**src/rtl/alu_pkg.sv**
```systemverilog
// Shared opcode map, FSM state encoding and flag bundle for the N-bit sequential ALU.
package alu_pkg;

  localparam logic [2:0] OP_AND  = 3'b000;
  localparam logic [2:0] OP_OR   = 3'b001;
  localparam logic [2:0] OP_ADD  = 3'b010;
  localparam logic [2:0] OP_XOR  = 3'b011;
  localparam logic [2:0] OP_SLT  = 3'b100;
  localparam logic [2:0] OP_SLTU = 3'b101;
  localparam logic [2:0] OP_MUL  = 3'b110;
  localparam logic [2:0] OP_SLL  = 3'b111;

  typedef enum logic {
    ST_IDLE = 1'b0,
    ST_BUSY = 1'b1
  } state_t;

  typedef struct packed {
    logic zero;
    logic carry;
    logic overflow;
    logic negative;
  } flags_t;

endpackage

```
**src/rtl/alu_mul_seq.sv**
```systemverilog
// Iterative shift-add multiplier: one multiplier bit per cycle, keeps the low WIDTH product bits.
module alu_mul_seq #(
  parameter int WIDTH = 32
) (
  input  logic             clk_i,
  input  logic             rst_ni,
  input  logic             start_i,
  input  logic [WIDTH-1:0] a_i,
  input  logic [WIDTH-1:0] b_i,
  output logic             busy_o,
  output logic             done_o,
  output logic [WIDTH-1:0] prod_o
);

  localparam int CW = $clog2(WIDTH);

  logic [WIDTH-1:0] acc;
  logic [WIDTH-1:0] mcand;
  logic [WIDTH-1:0] mplier;
  logic [CW-1:0]    cnt;
  logic             busy;
  logic             done;

  // done stays high with a stable product until the next start, so the
  // consumer may collect it late when its output register is still occupied.
  always_ff @(posedge clk_i) begin
    if (!rst_ni) begin
      acc    <= '0;
      mcand  <= '0;
      mplier <= '0;
      cnt    <= '0;
      busy   <= 1'b0;
      done   <= 1'b0;
    end else if (start_i) begin
      acc    <= '0;
      mcand  <= a_i;
      mplier <= b_i;
      cnt    <= CW'(WIDTH - 1);
      busy   <= 1'b1;
      done   <= 1'b0;
    end else if (busy) begin
      if (mplier[0]) acc <= acc + mcand;
      mcand  <= mcand << 1;
      mplier <= mplier >> 1;
      cnt    <= cnt - CW'(1);
      if (cnt == '0) begin
        busy <= 1'b0;
        done <= 1'b1;
      end
    end
  end

  assign busy_o = busy;
  assign done_o = done;
  assign prod_o = acc;

endmodule

```
**src/rtl/alu_nbit_seq.sv**
```systemverilog
// Registered N-bit ALU with valid/ready on both sides and registered Z/C/V/N flags.
// Define ALU_MUL_EN to make opcode 110 an iterative multiply; otherwise it yields zero.
module alu_nbit_seq
  import alu_pkg::*;
#(
  parameter  int WIDTH = 32,
  localparam int SHW   = $clog2(WIDTH)
) (
  input  logic             clk_i,
  input  logic             rst_ni,
  input  logic             in_valid_i,
  output logic             in_ready_o,
  input  logic [WIDTH-1:0] a_i,
  input  logic [WIDTH-1:0] b_i,
  input  logic [2:0]       operacion_i,
  input  logic             invert_i,
  output logic             out_valid_o,
  input  logic             out_ready_i,
  output logic [WIDTH-1:0] resultado_o,
  output logic             zero_o,
  output logic             carry_o,
  output logic             overflow_o,
  output logic             negative_o
);

  state_t           state;
  state_t           state_next;
  logic             out_free;
  logic             accept;
  logic             load_alu;
  logic             load;
  logic [WIDTH-1:0] load_res;
  flags_t           load_flags;
  flags_t           flags_q;

  logic [WIDTH-1:0] bx;
  logic             sub_force;
  logic [WIDTH-1:0] addend;
  logic             cin;
  logic [WIDTH:0]   add_full;
  logic             add_ovf;
  logic [WIDTH-1:0] alu_res;
  flags_t           alu_flags;

`ifdef ALU_MUL_EN
  logic             mul_start;
  logic             load_mul;
  logic             mul_busy;
  logic             mul_done;
  logic [WIDTH-1:0] mul_prod;

  alu_mul_seq #(.WIDTH(WIDTH)) u_mul (
    .clk_i   (clk_i),
    .rst_ni  (rst_ni),
    .start_i (mul_start),
    .a_i     (a_i),
    .b_i     (b_i),
    .busy_o  (mul_busy),
    .done_o  (mul_done),
    .prod_o  (mul_prod)
  );
`endif

  // One shared adder: SLT/SLTU force a subtract regardless of invert_i.
  assign bx        = invert_i ? ~b_i : b_i;
  assign sub_force = (operacion_i == OP_SLT) || (operacion_i == OP_SLTU);
  assign addend    = sub_force ? ~b_i : bx;
  assign cin       = sub_force | invert_i;
  assign add_full  = {1'b0, a_i} + {1'b0, addend} + {{WIDTH{1'b0}}, cin};
  assign add_ovf   = (a_i[WIDTH-1] == addend[WIDTH-1]) && (add_full[WIDTH-1] != a_i[WIDTH-1]);

  // NOTE: every output of a combinational block gets a default first, so no path can infer a latch.
  always_comb begin
    alu_res            = '0;
    alu_flags          = '0;
    case (operacion_i)
      OP_AND:  alu_res = a_i & bx;
      OP_OR:   alu_res = a_i | bx;
      OP_ADD: begin
        alu_res            = add_full[WIDTH-1:0];
        alu_flags.carry    = add_full[WIDTH];
        alu_flags.overflow = add_ovf;
      end
      OP_XOR:  alu_res = a_i ^ bx;
      OP_SLT:  alu_res = {{(WIDTH-1){1'b0}}, add_full[WIDTH-1] ^ add_ovf};
      OP_SLTU: begin
        alu_res         = {{(WIDTH-1){1'b0}}, ~add_full[WIDTH]};
        alu_flags.carry = add_full[WIDTH];
      end
      OP_SLL:  alu_res = a_i << b_i[SHW-1:0];
      default: alu_res = '0;
    endcase
    alu_flags.zero     = (alu_res == '0);
    alu_flags.negative = alu_res[WIDTH-1];
  end

  assign out_free   = ~out_valid_o | out_ready_i;
  assign in_ready_o = (state == ST_IDLE) && out_free;
  assign accept     = in_valid_i && in_ready_o;

  always_comb begin
    state_next = state;
    load_alu   = 1'b0;
`ifdef ALU_MUL_EN
    mul_start  = 1'b0;
    load_mul   = 1'b0;
`endif
    case (state)
      ST_IDLE: begin
        load_alu = accept;
`ifdef ALU_MUL_EN
        if (accept && operacion_i == OP_MUL) begin
          load_alu   = 1'b0;
          mul_start  = 1'b1;
          state_next = ST_BUSY;
        end
`endif
      end
      ST_BUSY: begin
`ifdef ALU_MUL_EN
        // A finished product waits here until the output register frees up.
        if (mul_done && !mul_busy && out_free) begin
          load_mul   = 1'b1;
          state_next = ST_IDLE;
        end
`else
        state_next = ST_IDLE;
`endif
      end
      default: state_next = ST_IDLE;
    endcase
  end

  always_comb begin
    load       = load_alu;
    load_res   = alu_res;
    load_flags = alu_flags;
`ifdef ALU_MUL_EN
    if (load_mul) begin
      load                = 1'b1;
      load_res            = mul_prod;
      load_flags          = '0;
      load_flags.zero     = (mul_prod == '0);
      load_flags.negative = mul_prod[WIDTH-1];
    end
`endif
  end

  // NOTE: sequential state uses non-blocking assignments so every register samples pre-edge values.
  always_ff @(posedge clk_i) begin
    if (!rst_ni) state <= ST_IDLE;
    else         state <= state_next;
  end

  // NOTE: the data/flag registers are reset too, because the cleared result is externally visible.
  always_ff @(posedge clk_i) begin
    if (!rst_ni) begin
      out_valid_o <= 1'b0;
      resultado_o <= '0;
      flags_q     <= '0;
    end else if (load) begin
      out_valid_o <= 1'b1;
      resultado_o <= load_res;
      flags_q     <= load_flags;
    end else if (out_valid_o && out_ready_i) begin
      out_valid_o <= 1'b0;
    end
  end

  assign zero_o     = flags_q.zero;
  assign carry_o    = flags_q.carry;
  assign overflow_o = flags_q.overflow;
  assign negative_o = flags_q.negative;

endmodule
```
**config.mk**
```make
export PLATFORM = sky130hd
export DESIGN_NAME = alu_nbit_seq
export DESIGN_NICKNAME = d
export VERILOG_FILES = /design/src/rtl/alu_pkg.sv /design/src/rtl/alu_mul_seq.sv /design/src/rtl/alu_nbit_seq.sv
export SDC_FILE = /design/constraint.sdc
export NUM_CORES = 1
export LEC_CHECK = 0
export ABC_AREA = 1
export BUFFER_PORTS_ARGS = -buffer_cell sky130_fd_sc_hd__buf_2
export CAP_MARGIN = 20
export CORE_MARGIN = 2
export CORE_UTILIZATION = 62
export CTS_BUF_LIST = sky130_fd_sc_hd__clkbuf_4 sky130_fd_sc_hd__clkbuf_8
export DETAILED_ROUTE_END_ITERATION = 6
export PLACE_DENSITY = 0.95
export SYNTH_ARGS = -nofsm -noshare
export SYNTH_HDL_FRONTEND = slang
export SYNTH_SLANG_ARGS = --single-unit
```
**constraint.sdc**
```tcl
create_clock -name clk_i -period 4.8 [get_ports clk_i]
set_clock_uncertainty 0.05 [all_clocks]
set_input_delay 0.72 -clock clk_i [delete_from_list [all_inputs] [get_ports clk_i]]
set_output_delay 0.72 -clock clk_i [all_outputs]
set_load 0.005 [all_outputs]
```
=== Word level (Yosys, flattened, before mapping) ===
Index checks and enable logic that the tools add are counted.

* Register bits after elaboration: 37
* Input bits: 72
* Logic and storage cells: 41
* Output and inout bits: 38

* Add/subtract/negate cells: 2
* Bitwise gates (word level): 9
* Shift-type cells: 1
* Mux-type cells: 7
* Equality and inequality tests: 8
* Reductions and logical operators: 8

{| class="wikitable"
|+ Operator list
! kind !! count
|-
| one-hot mux 32 bit (7 select lines) || 1
|-
| two-way mux 32 bit || 2
|-
| adder 32 x 32 -> 33 bit || 1
|-
| adder 33 x 1 -> 33 bit || 1
|-
| bitwise AND 32 bit || 1
|-
| zero test 32 bit || 1
|-
| NOT 32 bit || 1
|-
| bitwise OR 32 bit || 1
|-
| left shift 32 x 5 -> 32 bit || 1
|-
| XOR 32 bit || 1
|-
| equality test 3 bit (second input constant) || 3
|-
| equality test 3 x 2 -> 1 bit (second input constant) || 2
|-
| two-way mux 1 bit || 4
|-
| equality test 3 x 1 -> 1 bit (second input constant) || 1
|-
| logical AND 1 bit || 3
|-
| zero test 3 bit || 1
|-
| NOT 1 bit || 2
|-
| bitwise OR 1 bit || 2
|-
| nonzero test 2 bit || 1
|-
| OR reduction 2 bit || 1
|-
| equality test 1 bit || 1
|-
| logical OR 1 bit || 1
|-
| inequality test 1 bit || 1
|-
| XOR 1 bit || 1
|}

=== Depth between registers and ports, before layout ===
Gate-level depths: netlist (run 1).

* Depth in word-level cells: 10
* Mapped depth: 25
* Depth with buffers taken out: 24

=== Worst setup path before layout (run 1) ===
No wires, ideal clock.

* Kind: in2reg
* From: in invert_i
* To: reg flags_q (netlist bit zero_o)
* Data required time: 4.683 ns
* Data arrival time: 3.501 ns
* Library setup time: 0.067 ns
* Path buffers: 2
* Stages on the path: 25
* Setup slack: 1.182 ns
* Cells stage by stage: clkbuf_1 buf_2 xor2_1 inv_1 a21oi_1 fa_1 inv_1 fa_1 inv_1 nand2_1 nand3_1 nand3_1 nand2_1 nand2_1 nand2_1 nand2_1 nand3_1 nand2_1 inv_1 nand2_1 nor2_1 nand3_1 nor2_1 nand2_1 a21oi_2

* Longest elaborated chain between the ends: 9
* Elaborated cells on any way between the ends: 15
* Classes of those cells: 2 x add/sub; 2 x eq/ne; 3 x mux; 6 x bitwise; 2 x reduce/logical

{| class="wikitable"
|+ RTL lines
! element !! line !! text
|-
| start: declaration || alu_nbit_seq.sv:16 || <nowiki>input logic invert_i,</nowiki>
|-
| two-way mux 32 bit || alu_nbit_seq.sv:65 || <nowiki>assign bx = invert_i ? ~b_i : b_i;</nowiki>
|-
| two-way mux 32 bit || alu_nbit_seq.sv:67 || <nowiki>assign addend = sub_force ? ~b_i : bx;</nowiki>
|-
| adder 32 x 32 -> 33 bit || alu_nbit_seq.sv:69 || <nowiki>assign add_full = {1'b0, a_i} + {1'b0, addend} + {{WIDTH{1'b0}}, cin};</nowiki>
|-
| adder 33 x 1 -> 33 bit || alu_nbit_seq.sv:69 ||
|-
| inequality test 1 bit || alu_nbit_seq.sv:70 || <nowiki>assign add_ovf = (a_i[WIDTH-1] == addend[WIDTH-1]) && (add_full[WIDTH-1] != a_i[WIDTH-1]);</nowiki>
|-
| logical AND 1 bit || alu_nbit_seq.sv:70 ||
|-
| XOR 1 bit || alu_nbit_seq.sv:85 || <nowiki>OP_SLT: alu_res = {{(WIDTH-1){1'b0}}, add_full[WIDTH-1] ^ add_ovf};</nowiki>
|-
| one-hot mux 32 bit (7 select lines) (*) || alu_nbit_seq.sv:76 || <nowiki>case (operacion_i)</nowiki>
|-
| zero test 32 bit (*) || alu_nbit_seq.sv:93 || <nowiki>alu_flags.zero = (alu_res == '0);</nowiki>
|-
| end signal: assignment || alu_nbit_seq.sv:164 || <nowiki>flags_q <= load_flags;</nowiki>
|-
| end: declaration || alu_nbit_seq.sv:34 || <nowiki>flags_t flags_q;</nowiki>
|}

Every way passes the cells marked *; elsewhere a longest branch is shown, timed or not.
A chain may end at the register's enable or synchronous reset.

=== Worst setup path after layout (run 1) ===
Ends and elaborated chain as after synthesis.

==> metrics.yaml, run 1 <==
ys_warn_count: 0
num_rows: 42
postLayoutCoreUtil_pct: 68.7
syn_nets: 1698
place_ws_ns: 0.853
overflow: 0
drive_above_1_share_pct: 10.4
fin_cells: 1777
internal_power_uw: 946
synthSimpleGateAreaFrac_pct: 44.7
cp_slowest_stage_delay_ns: 0.41
grt_pass1_vias: 9424
hold_buffers: 0
synthFlopType: "dfxtp_1"
cp-start-kind: "input port"
crit_path_end_kind: "flop"
ys_async_sr_fraction_pct: 0
syn_area_per_cell_um2: 5.42
fmax_ghz: 0.266
fill_cells: 1272
cp_max_fo: 15
path_cells: "buf_2 -> buf_4 -> xnor2_1 -> inv_1 -> nand2_1 -> o21ai_0 -> ha_1 -> nand2_1 -> nor2_1 -> nand2_1 -> nor2_1 -> nand2_1 -> nand2_1 -> nand2_1 -> nand3_1 -> nand2_1 -> nor2_1 -> nand3_1 -> nor2_1 -> nand2_1 -> a21oi_2"
synth_cells: 1529
synth_seq_cells: 36
grt_start_max_net_pins: 45
period_needed_ns: 3.76
outcome: "finished, final reports clean"
routedWlPerCell_um: 17.1
clkTransAtPathRegs_ns: 0.08
final_area_mm2: 0.00902
antenna_found_initial: 0
drc: 0
io_pins: 110
ant_nets: 0
grt_pass1_wl_um: 47900
ff2ff_path_depth: 9
worstSkewPairLatency_ns: 0.29
wirelength_um: 30300
regArea_um2: 721
num_vias: 10300
first_iter_violations: 1826
leakagePower_uw: 0.00550
clkPwrFrac_pct: 20.9
numCtsBuffers: 5
track_usage_pct: 42.0
power.switching_uw: 884
gp_congestion: 1.03
min_path_type: "reg -> reg"
synthMuxAreaShare_pct: 0
dr.pass1.iters: 6
cap_violations: 0
routed_via_density: 5.78
dieHeight_um: 120
synth.distinct_cells: 35
r2r_start: "out_valid_o"
critPathTopFamily: "simple AND/OR/NAND/NOR gates"
holdPathEnd: "carry_o"
cts_tree: "built"
clockBufferDepth: 2
cts_sinks: 36
io_buffers: 109
placed_cell_area_mm2: 0.00886
r2r-end: "resultado_o[30]"
period_share_pct: 78.3
rsz0062_at_grt: "no"
yosys.area_share.adder_pct: 14.8
area_delta_synth_final_pct: 8.81
peakVddDrop_mv: 0.130
synth_compound_area_share_pct: 10.7
setup_ws_ns: 1.04
post_cts_buffers: 0
die_w_um: 120
required_ns: 4.97
finalSetupTns_ns: 0
n_antenna_cell: 0
finalSetupViolCount: 0
coreArea_mm2: 0.0131
cp_slowest_cell: "ha_1"
ctsHtreeMaxLevel: 2
layout.nets: 1769
synth_edf_count: 0
dp_hpwl_um: 24900
clockRootBuffer: "clkbuf_8"
critPathKind: "in -> reg"
power_density_mw_per_mm2: 203
worst_path_most_repeated_cell: "nand2_1"
p_seq_share_pct: 18.4
cts.repair.resized: 0
multi_input_area_mm2: 0.00630
synth_top_family_by_area: "simple AND/OR/NAND/NOR gates"
min-delay-start: "carry_o"
dp.cells: 1769
synth_xor_xnor_area_share_pct: 5.70
arrival_ns: 3.93
switching_share_pct: 48.3
whs_path_depth: 2
cp_num_buf_inv: 3
finalHoldViolCount: 0
maxSlewViolCount: 0
start_util_pct: 63.1
die-area_mm2: 0.0143
r2r_slack_ns: 2.78
slew_headroom_pct: 41.4
syn_area_mm2: 0.00829
power_frac_comb_pct: 60.7
synth-seq-area-share_pct: 8.69
worst_pin_slew_ns: 0.877
==> cell usage in the layout, fill, tap and decap left out, types with 5 or more instances in the layout <==
cell,n
nand2_1,448
inv_1,253
nand3_1,209
nor2_1,171
buf_2,109
ha_1,95
o21ai_0,51
xor2_1,47
a21oi_1,42
dfxtp_1,36
o211ai_1,19
a221oi_1,19
buf_4,13
nand2_2,9
nand4_1,9
nand3_2,8
nand3b_1,8
inv_2,7
xnor2_1,7
o21ai_1,7
or2_2,5
clkbuf_8,5
==> synth_stat cells (2+ instances only) <==
cell type / count / area [um2]
xnor2_1: 7 / 61.3
ha_1: 95 / 1190
buf_6: 5 / 56.3
buf_1: 5 / 18.8
nor2_1: 173 / 649
inv_2: 7 / 26.3
xor2_1: 47 / 412
nand3_2: 8 / 80.1
clkbuf_1: 19 / 71.3
or2_2: 5 / 31.3
buf_4: 4 / 30.0
o2111ai_1: 2 / 17.5
a21oi_1: 42 / 210
nor2_2: 2 / 12.5
inv_1: 253 / 950
o21bai_1: 2 / 15.0
nand3b_1: 8 / 60.1
o211ai_1: 19 / 143
nand2_1: 448 / 1680
buf_2: 25 / 125
nor3_1: 2 / 10.0
fa_1: 2 / 40.0
nand3_1: 209 / 1050
dfxtp_1: 36 / 721
o21ai_0: 51 / 255
and2_1: 2 / 12.5
o21ai_1: 7 / 35.0
nand2_2: 9 / 56.3
o21ai_2: 3 / 26.3
nand4_1: 9 / 56.3
a221oi_1: 19 / 166
==> sequential cells by signal (all words and copies together), names as in the netlist <==
| signal | flops |
|---|---|
| carry_o | 1 |
| out_valid_o | 1 |
| zero_o | 1 |
| overflow_o | 1 |
| resultado_o | 32 |
==> area by class of cell <==
cell class	instances	area share [%]
flip-flops and latches	36	7.99
repair buffers	122	7.13
well taps	176	2.44
clock inverters	3	0.999
multi-input cells	1174	69.8
clock buffers	5	0.763
inverters	261	10.9
==> routing by layer <==
layer	routed length [um]	part of all wire, %	global-route usage [%]
met4	1510	5.0	18.6
met2	12900	42	65.1
met5	0	0	0
met3	3710	12	6.75
met1	12200	40	57.3
==> logic make-up (layout without fill, tap and decap cells) <==
kind of cell	after synthesis	count (layout)
flops	36	36
compound gates	147	147
fa+ha+maj	97	97
simple gates	876	876
buf+inv	319	391
xor+xnor	54	54
==> worst reg2reg max path, stage by stage (launching register included) <==
cell	delay, ns
dfxtp_1	0.35
nand2_1	0.09
nand2_1	0.06
buf_4	0.27
clkinv_1	0.25
buf_4	0.33
nor2_1	0.17
nor2_1	0.08
o21ai_0	0.18
inv_1	0.08
==> worst max path at each step <==
| stage | cells after the start | start | slack (ns) | to |
|---|---|---|---|---|
| floorplan | 25 | invert_i | 1.18 | zero_o |
| global placement | 21 | invert_i | 0.85 | zero_o |
| detailed placement | 21 | invert_i | 0.85 | zero_o |
| CTS | 21 | invert_i | 1.14 | zero_o |
| global route | 20 | invert_i | 0.66 | zero_o |
| finish | 21 | invert_i | 1.04 | zero_o |
==> power by group through the flow <==
stage               logic [uW]  registers (uW)  clock network (uW)
floorplan                  749             344                   0
global placement          1050             343                   0
detailed placement        1070             344                   0
CTS                       1080             337                 380
global route              1240             339                 393
finish                    1110             337                 383
==> through the flow <==
step / hold slack (ns) / power (uW)
floorplan: 0.412 / 1090
global placement: 0.409 / 1400
detailed placement: 0.421 / 1410
CTS: 0.438 / 1790
global route: 0.459 / 1970
finish: 0.438 / 1830
(Power assumes the default switching activity.)
==> inputs of run 2 (changes only) <==
Settings changed: CORE_UTILIZATION 62 to 56, PLACE_DENSITY 0.95 to 0.91.
Clock period 4.8 ns to 3.2 ns, I/O delays scaled along.
==> metrics.yaml, run 2 (synthesized netlist as in run 1, its figures left out) <==
arrival_ns: 3.24  # was 3.93 ns
largest_reg_flops: 32  # unchanged
cts_sinks: 36  # unchanged
min_path_type: "reg -> reg"  # unchanged
io_pins: 110  # unchanged
routed_via_density: 5.72  # was 5.78
gp_congestion: 1.04  # was 1.03
finalSetupViolCount: 0  # unchanged
dp_hpwl_um: 26900  # was 24900 um
grt_pass1_vias: 10100  # was 9424
cp_max_fo: 10  # was 15
critPathTopFamily: "simple AND/OR/NAND/NOR gates"  # unchanged
fin_total_pwr_uw: 2970  # was 1830 uW
power_density_mw_per_mm2: 291  # was 203 mW/mm2
area_delta_synth_final_pct: 23.1  # was 8.81%
final_common_cell: "nand2_1"  # unchanged
grt_start_max_net_pins: 46  # was 45
grt_pass1_wl_um: 50800  # was 47900 um
path_cells: "buf_2 -> inv_2 -> nand2_2 -> buf_6 -> clkbuf_4 -> buf_12 -> nand2_1 -> o21ai_1 -> ha_1 -> buf_4 -> nand2_1 -> nor2_1 -> nand2_1 -> inv_1 -> a21oi_1 -> nand3_1 -> nand3_1 -> nand2_1 -> nor2_1 -> nand3_1 -> nor2_1 -> nand2_1 -> a21oi_2"  # was buf_2 -> buf_4 -> xnor2_1 -> inv_1 -> nand2_1 -> o21ai_0 -> ha_1 -> nand2_1 -> nor2_1 -> nand2_1 -> nor2_1 -> nand2_1 -> nand2_1 -> nand2_1 -> nand3_1 -> nand2_1 -> nor2_1 -> nand3_1 -> nor2_1 -> nand2_1 -> a21oi_2
drive_above_1_share_pct: 19.8  # was 10.4%
track_usage_pct: 40.3  # was 42.0%
mostFrequentLayoutCells: "nand2_1, inv_1, nand3_1"  # unchanged
period_needed_ns: 3.05
peakVddDrop_mv: 0.181  # was 0.130 mV
overflow: 0  # unchanged
place_ws_ns: -0.261  # was 0.853 ns
drc: 0  # unchanged
clockRootBuffer: "clkbuf_8"  # unchanged
die_w_um: 126  # was 120 um
io_buffers: 109  # unchanged
postLayoutCoreUtil_pct: 70.5  # was 68.7%
required_ns: 3.38  # was 4.97 ns
clkTransAtPathRegs_ns: 0.08  # about the same
dr.pass1.iters: 6  # unchanged
hold_ws_ns: 0.437  # was 0.438 ns
start_util_pct: 57.3  # was 63.1%
cap_violations: 0  # unchanged
routedWlPerCell_um: 17.4  # was 17.1 um
num_vias: 10900  # was 10300
die-area_mm2: 0.0158  # was 0.0143 mm2
coreArea_mm2: 0.0145  # was 0.0131 mm2
cp_slowest_cell: "ha_1"  # unchanged
slew_headroom_pct: 50.9  # was 41.4%
finalHoldViolCount: 0  # unchanged
first_iter_violations: 1180  # was 1826
worst_path_most_repeated_cell: "nand2_1"  # unchanged
antenna_found_initial: 0  # unchanged
wirelength_um: 33300  # was 30300 um
fmax_ghz: 0.327
n_antenna_cell: 0  # unchanged
worstSkewPairLatency_ns: 0.31  # was 0.29 ns
leakagePower_uw: 0.00616  # was 0.00550 uW
maxSlewViolCount: 0  # unchanged
numCtsBuffers: 5  # unchanged
setup_ws_ns: 0.146  # was 1.04 ns
cp_slowest_stage_delay_ns: 0.40  # was 0.41 ns
cts_tree: "built"  # unchanged
crit_path_end_kind: "flop"  # unchanged
fill_cells: 1325  # was 1272
cp-start-kind: "input port"  # unchanged
layout.nets: 1897  # was 1769
hold_buffers: 0  # unchanged
critPathKind: "in -> reg"  # unchanged
clockBufferDepth: 2  # unchanged
outcome: "finished, final reports clean"  # unchanged
max_flop_register: "resultado_o"  # unchanged
period_share_pct: 95.4
dieHeight_um: 126  # was 120 um
cp_num_buf_inv: 7  # was 3
ctsHtreeMaxLevel: 2  # unchanged
num_rows: 44  # was 42
worst_pin_slew_ns: 0.736  # was 0.877 ns
ant_nets: 0  # unchanged
run 2: cell types whose count changed in the layout (fill, tap and decap cells not counted), moves of 6 or more:
cell,before,now
buf_12,0,6
nor2_2,3,24
nand2_1,448,442
nand3_1,209,202
buf_4,13,133
nand3_2,8,15
nor2_1,171,150
run 2: path summary, 6_finish.rpt:
check,from,endpoint,slack [ns],depth (start not counted)
worst max-delay path,operacion_i[1],zero_o,0.15,23
worst min-delay path,overflow_o,overflow_o,0.44,2
worst min register to register,overflow_o,overflow_o,0.44,2
worst max register to register,out_valid_o,resultado_o[21],0.93,8
run 2: worst register-to-register path: cells and delay by family, from the launching register on:
kind	cells	cell delay (ns)
buffers and inverters	3	0.98
and+or+nand+nor	4	0.67
DFF	1	0.35
AOI/OAI and AO/OA	1	0.10
run 2: cell type report:
class / count / area, um2 / area share, %
repair buffers: 250 / 1700 / 16.7
inverters: 261 / 980 / 9.60
well taps: 184 / 230 / 2.26
clock inverters: 3 / 42.5 / 0.417
clock buffers: 5 / 68.8 / 0.674
flip-flops and latches: 36 / 721 / 7.06
multi-input cells: 1174 / 6460 / 63.3
run 2: where the power goes:
| group | internal, uW | switching, uW |
|---|---|---|
| logic | 806 | 1250 |
| clock network | 231 | 186 |
| registers | 485 | 20.3 |
| total | 1520 | 1450 |
run 2: per-stage QoR:
| step | instance area [um2] | cells | TNS, ns |
|---|---|---|---|
| floorplan | 8300 | 1529 | 0 |
| detailed placement | 9850 | 1898 | -0.730 |
| CTS | 9960 | 1906 | 0 |
| global placement | 9850 | 1898 | -0.153 |
| finish | 10200 | 1913 | 0 |
| global route | 10200 | 1913 | -0.0315 |
run 2: layer usage:
metal / global-route usage [%] / share of wire (%)
met5: 0 / 0
met4: 16.5 / 4.8
met3: 9.77 / 13
met2: 64.6 / 44
met1: 51.9 / 39
run 2: repair_timing:
action / CTS / global route
gates resized for setup: 0 / 58
endpoints found under the setup margin: 0 / 3
setup buffers: 0 / 6
endpoints found under the hold margin: 0 / 0
